**src/rtl/ir_nec_pkg.sv**
```systemverilog
// Shared types and NEC timing windows (in 10 us ticks) for the IR video-mode selector.
package ir_nec_pkg;

  localparam int WCNT_W = 11;
  typedef logic [WCNT_W-1:0] width_t;
  typedef logic [3:0]        mode_t;

  localparam width_t LEAD_LO_MIN = 11'd800;
  localparam width_t LEAD_LO_MAX = 11'd1000;
  localparam width_t LEAD_HI_MIN = 11'd400;
  localparam width_t LEAD_HI_MAX = 11'd500;
  localparam width_t RPT_HI_MIN  = 11'd200;
  localparam width_t RPT_HI_MAX  = 11'd250;
  localparam width_t BIT_MIN     = 11'd40;
  localparam width_t BIT_MAX     = 11'd70;
  localparam width_t ONE_MIN     = 11'd140;
  localparam width_t ONE_MAX     = 11'd190;
  localparam width_t WIDTH_MAX   = 11'd2047;

  typedef enum logic [2:0] {
    IDLE,
    LEAD_LOW,
    LEAD_HIGH,
    BIT_LOW,
    BIT_HIGH,
    STOP,
    RPT_STOP,
    CHECK
  } nec_state_e;

  function automatic logic in_win(width_t w, width_t lo, width_t hi);
    return (w >= lo) && (w <= hi);
  endfunction

endpackage

```
**src/rtl/ir_vid_mode_sel_if.sv**
```systemverilog
// IR input and decoded key/mode outputs of the video-mode selector.
interface ir_vid_mode_sel_if;
  logic       i_ir;
  logic [3:0] o_vid_mode;
  logic       o_key_valid;
  logic [7:0] o_key_code;
  logic       o_key_repeat;
  logic       o_frame_err;

  modport slave (
    input  i_ir,
    output o_vid_mode, o_key_valid, o_key_code, o_key_repeat, o_frame_err
  );

  modport master (
    output i_ir,
    input  o_vid_mode, o_key_valid, o_key_code, o_key_repeat, o_frame_err
  );
endinterface

```
**src/rtl/ir_nec_rx.sv**
```systemverilog
// NEC IR receiver: synchronizer, glitch filter, 10 us tick, pulse-width FSM and
// inverse-byte checks. All outputs are single-clock pulses except addr/cmd.
module ir_nec_rx
  import ir_nec_pkg::*;
#(
  parameter int CLK_HZ   = 50000000,
  parameter int FILT_LEN = 4
) (
  input  logic       i_local_clk,
  input  logic       i_rst_n,
  input  logic       i_ir,
  output logic       frame_valid,
  output logic [7:0] addr,
  output logic [7:0] cmd,
  output logic       rpt,
  output logic       err
);

  localparam int DIV   = (CLK_HZ / 100000 < 1) ? 1 : CLK_HZ / 100000;
  localparam int DIV_W = (DIV > 1) ? $clog2(DIV) : 1;
  localparam int FC_W  = $clog2(FILT_LEN + 1);

  logic [1:0]       sync_q;
  logic             filt_q, filt_d1;
  logic [FC_W-1:0]  fcnt_q;
  logic [DIV_W-1:0] div_q;
  logic             tick, fall, rise, any_edge, timeout;
  width_t           width_q;

  nec_state_e  state_q, state_d;
  logic [31:0] sr_q, sr_d;
  logic [4:0]  bcnt_q, bcnt_d;

  assign tick     = (div_q == DIV_W'(DIV - 1));
  assign fall     = filt_d1 & ~filt_q;
  assign rise     = ~filt_d1 & filt_q;
  assign any_edge = fall | rise;

  assign addr = sr_q[7:0];
  assign cmd  = sr_q[23:16];

  always_ff @(posedge i_local_clk or negedge i_rst_n) begin
    if (!i_rst_n) begin
      sync_q  <= '1;
      filt_q  <= 1'b1;
      filt_d1 <= 1'b1;
      fcnt_q  <= '0;
      div_q   <= '0;
      width_q <= '0;
    end else begin
      sync_q  <= {sync_q[0], i_ir};
      filt_d1 <= filt_q;
      // Level flips only after FILT_LEN consecutive samples disagree with it.
      if (sync_q[1] == filt_q) begin
        fcnt_q <= '0;
      end else if (fcnt_q == FC_W'(FILT_LEN - 1)) begin
        filt_q <= sync_q[1];
        fcnt_q <= '0;
      end else begin
        fcnt_q <= fcnt_q + 1'b1;
      end
      div_q <= tick ? '0 : div_q + 1'b1;
      if (any_edge) begin
        width_q <= '0;
      end else if (tick && (width_q != WIDTH_MAX)) begin
        width_q <= width_q + 1'b1;
      end
    end
  end

  always_ff @(posedge i_local_clk or negedge i_rst_n) begin
    if (!i_rst_n) begin
      state_q <= IDLE;
      sr_q    <= '0;
      bcnt_q  <= '0;
    end else begin
      state_q <= state_d;
      sr_q    <= sr_d;
      bcnt_q  <= bcnt_d;
    end
  end

  assign timeout = (state_q != IDLE) && (state_q != CHECK) && !any_edge &&
                   (width_q == WIDTH_MAX);

  always_comb begin
    state_d     = state_q;
    sr_d        = sr_q;
    bcnt_d      = bcnt_q;
    frame_valid = 1'b0;
    rpt         = 1'b0;
    err         = 1'b0;
    case (state_q)
      IDLE: if (fall) state_d = LEAD_LOW;
      LEAD_LOW: if (rise) begin
        if (in_win(width_q, LEAD_LO_MIN, LEAD_LO_MAX)) state_d = LEAD_HIGH;
        else err = 1'b1;
      end
      LEAD_HIGH: if (fall) begin
        if (in_win(width_q, LEAD_HI_MIN, LEAD_HI_MAX)) begin
          state_d = BIT_LOW;
          bcnt_d  = '0;
        end else if (in_win(width_q, RPT_HI_MIN, RPT_HI_MAX)) begin
          state_d = RPT_STOP;
        end else begin
          err = 1'b1;
        end
      end
      BIT_LOW: if (rise) begin
        if (in_win(width_q, BIT_MIN, BIT_MAX)) state_d = BIT_HIGH;
        else err = 1'b1;
      end
      BIT_HIGH: if (fall) begin
        if (in_win(width_q, BIT_MIN, BIT_MAX) || in_win(width_q, ONE_MIN, ONE_MAX)) begin
          sr_d    = {in_win(width_q, ONE_MIN, ONE_MAX), sr_q[31:1]};
          bcnt_d  = bcnt_q + 5'd1;
          state_d = (bcnt_q == 5'd31) ? STOP : BIT_LOW;
        end else begin
          err = 1'b1;
        end
      end
      STOP: if (rise) begin
        if (in_win(width_q, BIT_MIN, BIT_MAX)) state_d = CHECK;
        else err = 1'b1;
      end
      RPT_STOP: if (rise) begin
        if (in_win(width_q, BIT_MIN, BIT_MAX)) begin
          rpt     = 1'b1;
          state_d = IDLE;
        end else begin
          err = 1'b1;
        end
      end
      CHECK: begin
        if ((sr_q[31:24] == ~sr_q[23:16]) && (sr_q[15:8] == ~sr_q[7:0])) frame_valid = 1'b1;
        else err = 1'b1;
        state_d = IDLE;
      end
      default: state_d = IDLE;
    endcase
    if (timeout) err = 1'b1;
    if (err) state_d = IDLE;
  end

endmodule

```
**src/rtl/ir_vid_mode_sel.sv**
```systemverilog
// NEC IR remote to 4-bit video-mode index. Define IR_ADDR_CHECK_EN to also
// require the NEC address to equal IR_ADDR (mismatching frames dropped silently).
module ir_vid_mode_sel
  import ir_nec_pkg::*;
#(
  parameter int         CLK_HZ    = 50000000,
  parameter int         NUM_MODES = 16,
  parameter logic [7:0] KEY_UP    = 8'h18,
  parameter logic [7:0] KEY_DOWN  = 8'h52,
  parameter int         FILT_LEN  = 4,
  parameter logic [7:0] IR_ADDR   = 8'h00
) (
  input  logic               i_local_clk,
  input  logic               i_rst_n,
  ir_vid_mode_sel_if.slave   bus
);

  localparam logic [7:0] NUM_B     = 8'(NUM_MODES);
  localparam mode_t      MODE_LAST = 4'(NUM_MODES - 1);

  // A zero mask makes the address compare vacuous when the feature is off.
`ifdef IR_ADDR_CHECK_EN
  localparam logic [7:0] ADDR_MASK = 8'hFF;
`else
  localparam logic [7:0] ADDR_MASK = 8'h00;
`endif

  logic       frame_valid, rpt, err, accept;
  logic [7:0] addr, cmd;
  mode_t      mode_d;

  ir_nec_rx #(
    .CLK_HZ  (CLK_HZ),
    .FILT_LEN(FILT_LEN)
  ) u_rx (
    .i_local_clk(i_local_clk),
    .i_rst_n    (i_rst_n),
    .i_ir       (bus.i_ir),
    .frame_valid(frame_valid),
    .addr       (addr),
    .cmd        (cmd),
    .rpt        (rpt),
    .err        (err)
  );

  assign accept = frame_valid && (((addr ^ IR_ADDR) & ADDR_MASK) == '0);

  // Digits take priority, so KEY_UP/KEY_DOWN codes below NUM_MODES select directly.
  always_comb begin
    mode_d = bus.o_vid_mode;
    if (cmd < NUM_B) begin
      mode_d = cmd[3:0];
    end else if (cmd == KEY_UP) begin
      mode_d = (bus.o_vid_mode == MODE_LAST) ? '0 : bus.o_vid_mode + 4'd1;
    end else if (cmd == KEY_DOWN) begin
      mode_d = (bus.o_vid_mode == '0) ? MODE_LAST : bus.o_vid_mode - 4'd1;
    end
  end

  always_ff @(posedge i_local_clk or negedge i_rst_n) begin
    if (!i_rst_n) begin
      bus.o_vid_mode   <= '0;
      bus.o_key_valid  <= 1'b0;
      bus.o_key_code   <= '0;
      bus.o_key_repeat <= 1'b0;
      bus.o_frame_err  <= 1'b0;
    end else begin
      bus.o_key_valid  <= accept;
      bus.o_key_repeat <= rpt;
      bus.o_frame_err  <= err;
      if (accept) begin
        bus.o_key_code <= cmd;
        bus.o_vid_mode <= mode_d;
      end
    end
  end

endmodule

```
**src/flat_wrapper.sv**
```systemverilog
// flat-port wrapper written by rule: the top's interface ports become plain ports
module ir_vid_mode_sel_flat import ir_nec_pkg::*;
#(
  parameter int         CLK_HZ    = 50000000,
  parameter int         NUM_MODES = 16,
  parameter logic [7:0] KEY_UP    = 8'h18,
  parameter logic [7:0] KEY_DOWN  = 8'h52,
  parameter int         FILT_LEN  = 4,
  parameter logic [7:0] IR_ADDR   = 8'h00
)
  (i_local_clk, i_rst_n, bus_i_ir, bus_o_vid_mode, bus_o_key_valid, bus_o_key_code, bus_o_key_repeat, bus_o_frame_err);
  ir_vid_mode_sel_if bus_i ();
  input  logic i_local_clk;
  input  logic i_rst_n;
  input wire logic [$bits(bus_i.i_ir)-1:0] bus_i_ir;
  output wire logic [$bits(bus_i.o_vid_mode)-1:0] bus_o_vid_mode;
  output wire logic [$bits(bus_i.o_key_valid)-1:0] bus_o_key_valid;
  output wire logic [$bits(bus_i.o_key_code)-1:0] bus_o_key_code;
  output wire logic [$bits(bus_i.o_key_repeat)-1:0] bus_o_key_repeat;
  output wire logic [$bits(bus_i.o_frame_err)-1:0] bus_o_frame_err;
  assign bus_i.i_ir = bus_i_ir;
  assign bus_o_vid_mode = bus_i.o_vid_mode;
  assign bus_o_key_valid = bus_i.o_key_valid;
  assign bus_o_key_code = bus_i.o_key_code;
  assign bus_o_key_repeat = bus_i.o_key_repeat;
  assign bus_o_frame_err = bus_i.o_frame_err;
  ir_vid_mode_sel #(.CLK_HZ(CLK_HZ), .NUM_MODES(NUM_MODES), .KEY_UP(KEY_UP), .KEY_DOWN(KEY_DOWN), .FILT_LEN(FILT_LEN), .IR_ADDR(IR_ADDR)) u_core (.i_local_clk(i_local_clk), .i_rst_n(i_rst_n), .bus(bus_i));
endmodule
```
**config.mk**
```make
export PLATFORM = sky130hd
export DESIGN_NAME = ir_vid_mode_sel_flat
export DESIGN_NICKNAME = d
export VERILOG_FILES = /design/src/rtl/ir_nec_pkg.sv /design/src/rtl/ir_vid_mode_sel_if.sv /design/src/rtl/ir_nec_rx.sv /design/src/rtl/ir_vid_mode_sel.sv /design/src/flat_wrapper.sv
export SDC_FILE = /design/constraint.sdc
export NUM_CORES = 1
export LEC_CHECK = 0
export ABC_AREA = 1
export CAP_MARGIN = 20
export CORE_MARGIN = 2
export CORE_UTILIZATION = 60
export DETAILED_ROUTE_END_ITERATION = 8
export HOLD_SLACK_MARGIN = 0.02
export PLACE_DENSITY = 0.87
export SLEW_MARGIN = 15
export SYNTH_ARGS = -nofsm -noshare
export SYNTH_HDL_FRONTEND = slang
export SYNTH_HIERARCHICAL = 1
export SYNTH_SLANG_ARGS = --single-unit
```
**constraint.sdc**
```tcl
create_clock -name i_local_clk -period 5.8 [get_ports i_local_clk]
set_clock_uncertainty 0.15 [all_clocks]
set_input_delay 1.16 -clock i_local_clk [delete_from_list [all_inputs] [get_ports i_local_clk]]
set_output_delay 1.16 -clock i_local_clk [all_outputs]
set_load 0.01 [all_outputs]
```
==> results of run 1 <==
layout make-up:
class / count / share of cell area, %
tap: 102 / 2.50
multi-input combinational: 470 / 43.5
timing repair buffer: 19 / 3.83
clock inverter: 5 / 1.55
clock buffer: 11 / 2.77
sequential: 82 / 40.3
inverter: 74 / 5.57
path summary, 6_finish.rpt:
kind                                            end  slack, ps  depth (start not counted)
max                            u_core/u_rx/sr_q[17]       2990                          9
min                           u_core/u_rx/sync_q[1]        210                          0
max reg2reg                    u_core/u_rx/sr_q[17]       2990                          9
min reg2reg                   u_core/u_rx/sync_q[1]        210                          0
max in group asynchronous      u_core/u_rx/div_q[1]       4290                          2
min in group asynchronous  u_core/bus.o_vid_mode[3]        600                          1
per-layer routing:
| metal | wire, um | vias to the layer above | share of wire (%) | global-route usage, % |
|---|---|---|---|---|
| met3 | 521 | 23 | 5.2 | 4.68 |
| met2 | 4990 | 146 | 49 | 43.0 |
| met4 | 220 | 0 | 2.2 | 10.3 |
| li1 | - | 2054 | - | - |
| met1 | 4350 | 1928 | 43 | 33.6 |
| met5 | 0 | - | 0 | 0 |
per-stage QoR:
step                std cells  worst slack [ps]
CTS                       762              2990
detailed placement        746              3110
global placement          746              3170
global route              763              2620
floorplan                 645              3980
finish                    763              2990
where the power goes:
group	total, mW	switching (mW)	internal, mW
Sequential	0.630	0.0253	0.604
Clock	0.463	0.209	0.254
Combinational	0.298	0.207	0.0910
critical path, delay by kind of cell (launching register included):
kind / cells / cell delay (ps)
flip-flops: 1 / 440
AND/OR/NAND/NOR: 6 / 1270
AO/OA/AOI/OAI: 1 / 90
buffers and inverters: 2 / 740
sequential cells by signal, indices dropped and copies added, names as in the netlist:
register                 cells
u_core/u_rx/sync_q           2
u_core/u_rx/width_q         11
u_core/u_rx/state_q          3
u_core/u_rx/bcnt_q           5
u_core/u_rx/sr_q            32
u_core/u_rx/filt_q           1
u_core/bus.o_key_code        8
u_core/bus.o_key_repeat      1
u_core/bus.o_frame_err       1
u_core/u_rx/filt_d1          1
u_core/bus.o_key_valid       1
u_core/bus.o_vid_mode        4
u_core/u_rx/div_q            9
u_core/u_rx/fcnt_q           3
==> out/qor.yml, run 1 <==
worst_setup_path:
  critPathLaunch: "u_core/u_rx/width_q[10]"
  end_kind: "flop"
  crit_top_cell: "nand2_1"
  crit_path_top_delay_cell: "nand3_2"
  cp-start-kind: "flop"
  crit_required_ps: 5930
  crit_type: "flop to flop"
  path_max_fanout: 43
  arrival_ps: 2930
  cpPeakStageDelay_ps: 560
  crit_chain: "inv_2 -> nand2_1 -> nor2_2 -> nand4_1 -> nand2_1 -> nand3_2 -> inv_2 -> nand2_1 -> o21ai_1"
  rr_startpoint: "u_core/u_rx/width_q[10]"
yosys:
  syn-cell-area_um2: 4680
  synthCells: 645
  yosys_warnings: 6
  synthesis.nets: 658
  syn_avg_cell_area_um2: 7.25
layout:
  final_util_pct: 66.7
  seq_area_um2: 2060
  final_layout_size_suffix_gt1_share_pct: 8.17
  num-nets-final: 669
  fin_area_um2: 5100
  mostFrequentLayoutCells: "212 x nand2_1, 82 x nor2_1, 78 x dfrtp_1"
  fillers: 626
  diodes: 0
  layout_commonest_cell: "nand2_1"
  syn_to_final_growth_pct: 9.10
  multiInputGateArea_um2: 2220
sta:
  tightest_slew_ps: 722
  fmax_mhz: 356
  setup_tns_ps: 0
  hold_viol: 0
  drv_slew: 0
  holdWs_ps: 212
  rsz0062_at_grt: "no"
  period_minus_slack_ps: 2810
  setup_viol: 0
  finalCritPeriodShare_pct: 48.4
  slew_headroom_pct: 51.8
cts:
  cts_resized: 0
  cts_inserted_buffers: 9
  ctsRootBufferMaster: "clkbuf_8"
  post_cts.repair.setup_buffers: 0
  cts_tree: "done"
  cts_buffer_depth: 2
  cts_max_level: 3
  clk_latency_ps: 360
  clkTransAtPathRegs_ps: 80
  clock-sinks: 82
  cts_hold_buf: 0
place:
  place_congestion: 0.918
  place_area_um2: 4860
  hpwlAfterDp_mm: 7.13
  io_buffers: 17
outcome:
  status: "completed"
grt:
  grt_pass1_wl_mm: 17.6
  grt_usage_pct: 25.9
  grt_max_degree: 83
  antenna_found_initial: 0
  grt_pass1_vias: 3921
  grt_overflow: 0
detailed_routing:
  drt_pass1_iterations: 5
  finalWirelength_mm: 10.1
  drc_errors: 0
  antenna_left: 0
  first_iter_violations: 305
  via_count: 4151
  vias_per_cell: 5.44
  post_drt_wl_per_cell_um: 13.2
die:
  num_rows: 32
  die_h_um: 92.3
  ios: 18
  initial_core_util_pct: 61.1
  core_um2: 7650
  die-area_um2: 8510
  die-width_um: 92.3
min_path:
  min_from: "u_core/u_rx/sync_q[0]"
  hold_class: "flop to flop"
run:
  maxCapViolCount: 0
power_and_ir_drop:
  total_power_mw: 1.39
  vdd_drop_max_mv: 0.203
  power_density_nw_per_um2: 272
  p_leak_nw: 2.44
(Power assumes the default switching activity.)
==> inputs of run 2 (changes only) <==
- clock period: 5.8 -> 2.6 ns (I/O delays scaled with it)
==> out/qor.yml, run 2 (synthesis gave the netlist of run 1 again) <==
detailed_routing:
  drc_errors: 0  # unchanged
  first_iter_violations: 291  # was 305
  via_count: 4165  # was 4151
  drt_pass1_iterations: 5  # unchanged
  finalWirelength_mm: 10.1  # about the same
  vias_per_cell: 5.44  # about the same
  post_drt_wl_per_cell_um: 13.2  # about the same
  antenna_left: 0  # unchanged
cts:
  post_cts.repair.setup_buffers: 0  # unchanged
  cts_resized: 0  # unchanged
  clkTransAtPathRegs_ps: 80  # about the same
  cts_buffer_depth: 2  # unchanged
  ctsRootBufferMaster: "clkbuf_8"  # unchanged
  cts_hold_buf: 0  # unchanged
  cts_max_level: 3  # unchanged
  clock-sinks: 82  # unchanged
  cts_tree: "done"  # unchanged
  cts_inserted_buffers: 9  # unchanged
  clk_latency_ps: 360  # about the same
power_and_ir_drop:
  vdd_drop_max_mv: 0.509  # was 0.203 mV
  p_leak_nw: 2.44  # about the same
  power_density_nw_per_um2: 589  # was 272 nW/um2
  total_power_mw: 3.01  # was 1.39 mW
grt:
  grt_max_degree: 83  # unchanged
  grt_pass1_vias: 3936  # was 3921
  grt_usage_pct: 25.7  # was 25.9%
  grt_overflow: 0  # unchanged
  grt_pass1_wl_mm: 17.4  # was 17.6 mm
  antenna_found_initial: 0  # unchanged
sta:
  drv_slew: 0  # unchanged
  fmax_mhz: 463
  hold_viol: 3  # was 0
  finalCritPeriodShare_pct: 83.2
  setup_viol: 0  # unchanged
  slew_headroom_pct: 70.1  # was 51.8%
  period_minus_slack_ps: 2160
  setup_tns_ps: 0  # unchanged
  holdWs_ps: -13.4  # was 212 ps
  tightest_slew_ps: 448  # was 722 ps
  fin_ws_ps: 438  # was 2990 ps
  rsz0062_at_grt: "no"  # unchanged
worst_setup_path:
  end_kind: "output pin"  # was flop
  crit_type: "flop to output pin"  # was flop to flop
  crit_required_ps: 1930  # was 5930 ps
  cp-start-kind: "flop"  # unchanged
  crit_path_top_delay_cell: "clkdlybuf4s50_1"  # was nand3_2
  arrival_ps: 1490  # was 2930 ps
  path_buf_inv: 1  # was 2
  critPathTopFamily: "buffers and inverters"  # was simple AND/OR/NAND/NOR gates
  crit_chain: "clkdlybuf4s50_1"  # was inv_2 -> nand2_1 -> nor2_2 -> nand4_1 -> nand2_1 -> nand3_2 -> inv_2 -> nand2_1 -> o21ai_1
  path_max_fanout: 9  # was 43
  cpPeakStageDelay_ps: 600  # was 560 ps
layout:
  largest_register_ffs: 32  # unchanged
  mostFrequentLayoutCells: "212 x nand2_1, 82 x nor2_1, 78 x dfrtp_1"  # unchanged
  top_register: "u_core/u_rx/sr_q"  # unchanged
  final_layout_size_suffix_gt1_share_pct: 8.73  # was 8.17%
  fin_area_um2: 5110  # was 5100 um2
  final_cell_count_no_fill: 766  # was 763
  reg_top3: "u_core/u_rx/sr_q x32, u_core/u_rx/width_q x11, u_core/u_rx/div_q x9"  # unchanged
  layout_commonest_cell: "nand2_1"  # unchanged
  num-nets-final: 672  # was 669
  final_util_pct: 66.9  # was 66.7%
  syn_to_final_growth_pct: 9.39  # was 9.10%
  diodes: 0  # unchanged
  fillers: 631  # was 626
outcome:
  status: "finished, violations left"  # was completed
  failed_checks: "hold timing"
place:
  dpl.cell_count: 750  # was 746
  place_congestion: 0.955  # was 0.918
  hpwlAfterDp_mm: 7.17  # was 7.13 mm
  io_buffers: 17  # unchanged
  place_ws_ps: 586  # was 3110 ps
  place_area_um2: 4900  # was 4860 um2
min_path:
  hold_class: "input port to asynchronous set/reset pin"  # was flop to flop
die:
  die-width_um: 92.3  # unchanged
  core_um2: 7650  # unchanged
  initial_core_util_pct: 61.1  # unchanged
  ios: 18  # unchanged
  num_rows: 32  # unchanged
  die-area_um2: 8510  # unchanged
  die_h_um: 92.3  # unchanged
run:
  maxCapViolCount: 0  # unchanged
==> run 2: cell count changes in the layout (fill, tap and decap cells not counted), sizes merged <==
cell	change
bufinv	-1
clkinv	-1
buf	+3
clkinvlp	+1
inv	+1
==> run 2: worst paths after layout <==
check                                         start                  endpoint  slack (ps)  cells after the start
setup reg to reg             u_core/u_rx/width_q[7]      u_core/u_rx/sr_q[20]         530                     11
setup / recovery           u_core/bus.o_vid_mode[2]         bus_o_vid_mode[2]         440                      1
hold / removal                              i_rst_n  u_core/bus.o_key_code[2]         -10                      2
max in group asynchronous                   i_rst_n     u_core/u_rx/sync_q[1]        1920                      2
min in group i_local_clk      u_core/u_rx/sync_q[0]     u_core/u_rx/sync_q[1]         210                      0
hold reg to reg               u_core/u_rx/sync_q[0]     u_core/u_rx/sync_q[1]         210                      0
==> run 2: power breakdown <==
part / leakage (nW) / internal [mW] / switching [mW]
Combinational: 1.23 / 0.203 / 0.420
Sequential: 1.11 / 1.35 / 0.0580
Clock: 0.106 / 0.500 / 0.484
Total: 2.44 / 2.05 / 0.962
==> run 2: metal layers <==
layer	GRT usage, %	vias to the layer above	wire length, um
li1	-	2058	-
met1	32.7	1945	4320
met2	42.3	139	4990
met3	5.18	23	534
met4	12.1	0	241
met5	0	-	0
==> run 2: layout make-up <==
| cell class | count | area [um2] | area share [%] |
|---|---|---|---|
| tap | 102 | 128 | 2.50 |
| timing repair buffer | 22 | 218 | 4.26 |
| clock inverter | 5 | 60.1 | 1.17 |
| sequential | 82 | 2060 | 40.2 |
| multi-input combinational | 470 | 2220 | 43.3 |
| inverter | 74 | 284 | 5.55 |
| clock buffer | 11 | 151 | 2.96 |
==> inputs of run 3 (changes only) <==
- clock period: 2.6 -> 2.2 ns (I/O delays scaled with it)
==> out/qor.yml, run 3 (synthesis gave the netlist of run 1 again) <==
outcome:
  status: "completed"  # was finished, violations left
layout:
  fin_area_um2: 5120  # was 5110 um2
  largest_register_ffs: 32  # unchanged
  reg_top3: "u_core/u_rx/sr_q x32, u_core/u_rx/width_q x11, u_core/u_rx/div_q x9"  # unchanged
  top_register: "u_core/u_rx/sr_q"  # unchanged
  diodes: 0  # unchanged
  num-nets-final: 674  # was 672
  mostFrequentLayoutCells: "212 x nand2_1, 80 x nor2_1, 77 x dfrtp_1"  # was 212 x nand2_1, 82 x nor2_1, 78 x dfrtp_1
  fillers: 632  # was 631
  final_cell_count_no_fill: 768  # was 766
  seq_area_um2: 2060  # about the same
  layout_commonest_cell: "nand2_1"  # unchanged
  multiInputGateArea_um2: 2220  # about the same
  final_layout_size_suffix_gt1_share_pct: 9.31  # was 8.73%
  syn_to_final_growth_pct: 9.50  # was 9.39%
worst_setup_path:
  arrival_ps: 1470  # was 1490 ps
  path_buf_inv: 1  # unchanged
  path_max_fanout: 9  # unchanged
  crit_required_ps: 1610  # was 1930 ps
  rrSetupSlack_ps: 170  # was 530 ps
  end_kind: "output pin"  # unchanged
  ff2ff_path_depth: 9  # was 11
  crit_chain: "clkdlybuf4s50_1"  # unchanged
  r2r-end: "u_core/u_rx/sr_q[18]"  # was u_core/u_rx/sr_q[20]
  critPathTopFamily: "buffers and inverters"  # unchanged
  rr_startpoint: "u_core/u_rx/width_q[2]"  # was u_core/u_rx/width_q[7]
  cp-start-kind: "flop"  # unchanged
  cpPeakStageDelay_ps: 600  # about the same
  crit_type: "flop to output pin"  # unchanged
  crit_path_top_delay_cell: "clkdlybuf4s50_1"  # unchanged
detailed_routing:
  first_iter_violations: 341  # was 291
  post_drt_wl_per_cell_um: 13.1  # was 13.2 um
  antenna_left: 0  # unchanged
  drt_pass1_iterations: 5  # unchanged
  via_count: 4202  # was 4165
  drc_errors: 0  # unchanged
  finalWirelength_mm: 10.1  # about the same
  vias_per_cell: 5.47  # was 5.44
power_and_ir_drop:
  p_leak_nw: 2.44  # about the same
  clkPwrFrac_pct: 29.6  # was 32.6%
  p_comb_share_pct: 22.9  # was 20.7%
  vdd_drop_max_mv: 0.735  # was 0.509 mV
  switching_share_pct: 32.4  # was 31.9%
  switchingPower_mw: 1.13  # was 0.962 mW
  power_density_nw_per_um2: 683  # was 589 nW/um2
  p_int_mw: 2.36  # was 2.05 mW
  pwr-share-seq_pct: 47.5  # was 46.7%
place:
  place_congestion: 0.933  # was 0.955
  place_area_um2: 4910  # was 4900 um2
  io_buffers: 17  # unchanged
  hpwlAfterDp_mm: 7.33  # was 7.17 mm
  place_ws_ps: 141  # was 586 ps
  dpl.cell_count: 751  # was 750
grt:
  grt_pass1_vias: 3997  # was 3936
  grt_usage_pct: 26.2  # was 25.7%
  grt_max_degree: 56  # was 83
  grt_overflow: 0  # unchanged
  antenna_found_initial: 0  # unchanged
  grt_pass1_wl_mm: 17.8  # was 17.4 mm
sta:
  tightest_slew_ps: 416  # was 448 ps
  rsz0062_at_grt: "yes"  # was no
  drv_slew: 0  # unchanged
  setup_viol: 0  # unchanged
  slew_headroom_pct: 72.0  # was 70.1%
  fin_ws_ps: 139  # was 438 ps
  hold_viol: 0  # was 3
  setup_tns_ps: 0  # unchanged
  period_minus_slack_ps: 2060
  fmax_mhz: 485
  holdWs_ps: 212  # was -13.4 ps
  finalCritPeriodShare_pct: 93.7
run:
  maxCapViolCount: 0  # unchanged
die:
  die_h_um: 92.3  # unchanged
  core_um2: 7650  # unchanged
  num_rows: 32  # unchanged
  ios: 18  # unchanged
  die-area_um2: 8510  # unchanged
  initial_core_util_pct: 61.1  # unchanged
  die-width_um: 92.3  # unchanged
cts:
  ctsRootBufferMaster: "clkbuf_8"  # unchanged
  cts_tree: "done"  # unchanged
  clock-sinks: 82  # unchanged
  clk_latency_ps: 350  # was 360 ps
  cts_buffer_depth: 2  # unchanged
  post_cts.repair.setup_buffers: 0  # unchanged
  cts_inserted_buffers: 9  # unchanged
  cts_max_level: 3  # unchanged
  clkTransAtPathRegs_ps: 80  # about the same
min_path:
  hold_class: "flop to flop"  # was input port to asynchronous set/reset pin
  hold_path_depth: 0
  hold_end: "u_core/u_rx/sync_q[1]"
  min_from: "u_core/u_rx/sync_q[0]"
-- run 3: what timing repair did --
action | CTS | global route
hold buffers | 1 | 0
resized for setup | 0 | 6
hold endpoints to repair | 27 | 0
endpoints found under the setup margin | 0 | 38
-- run 3: worst max-delay path by stage --
stage,start,endpoint,slack (ps),cells past startpoint
after floorplan,u_core/u_rx/sr_q[10],u_core/bus.o_key_code[2],380,11
after global placement,u_core/u_rx/width_q[4],u_core/u_rx/sr_q[28],180,11
after detailed placement,u_core/u_rx/width_q[4],u_core/u_rx/sr_q[17],140,11
after CTS,u_core/bus.o_vid_mode[2],bus_o_vid_mode[2],120,1
after global routing,u_core/u_rx/width_q[10],u_core/u_rx/sr_q[16],-10,10
final,u_core/bus.o_vid_mode[2],bus_o_vid_mode[2],140,1
-- run 3: power by group through the flow --
stage | clock network (mW) | logic (mW) | registers (mW)
after global placement | 0 | 0.755 | 1.68
after detailed placement | 0 | 0.771 | 1.69
after CTS | 1.06 | 0.785 | 1.66
after floorplan | 0 | 0.546 | 1.68
after global routing | 1.14 | 0.898 | 1.67
final | 1.04 | 0.801 | 1.66
-- run 3: area by class of cell --
cell class	count	area share, %
multi-input cells	470	43.4
flip-flops and latches	82	40.2
inverters	74	5.60
repair buffers	24	4.59
clock buffers	13	3.30
well taps	102	2.49
clock inverters	3	0.415
-- run 3: per-stage QoR --
| step | utilization [%] | power [mW] |
|---|---|---|
| 2_1_floorplan | - | 2.22 |
| 3_3_place_gp | 64.2 | 2.44 |
| 3_5_place_dp | 64.2 | 2.46 |
| 4_1_cts | 66.8 | 3.50 |
| 5_1_grt | 67.0 | 3.71 |
| 6_report | 67.0 | 3.50 |
-- run 3: layer usage --
metal	GRT usage, %	part of all wire [%]	vias to the layer above
li1	-	-	2058
met1	34.1	44	1982
met2	43.1	49	144
met3	5.75	5.1	18
met4	9.58	1.8	0
met5	0	0	-
-- run 3: worst reg2reg max path, delay by kind of cell, from the launching register on --
family | cells | cell delay (ps)
buffers and inverters | 1 | 240
AND/OR/NAND/NOR | 7 | 990
flip-flops | 1 | 480
AO/OA/AOI/OAI | 1 | 80
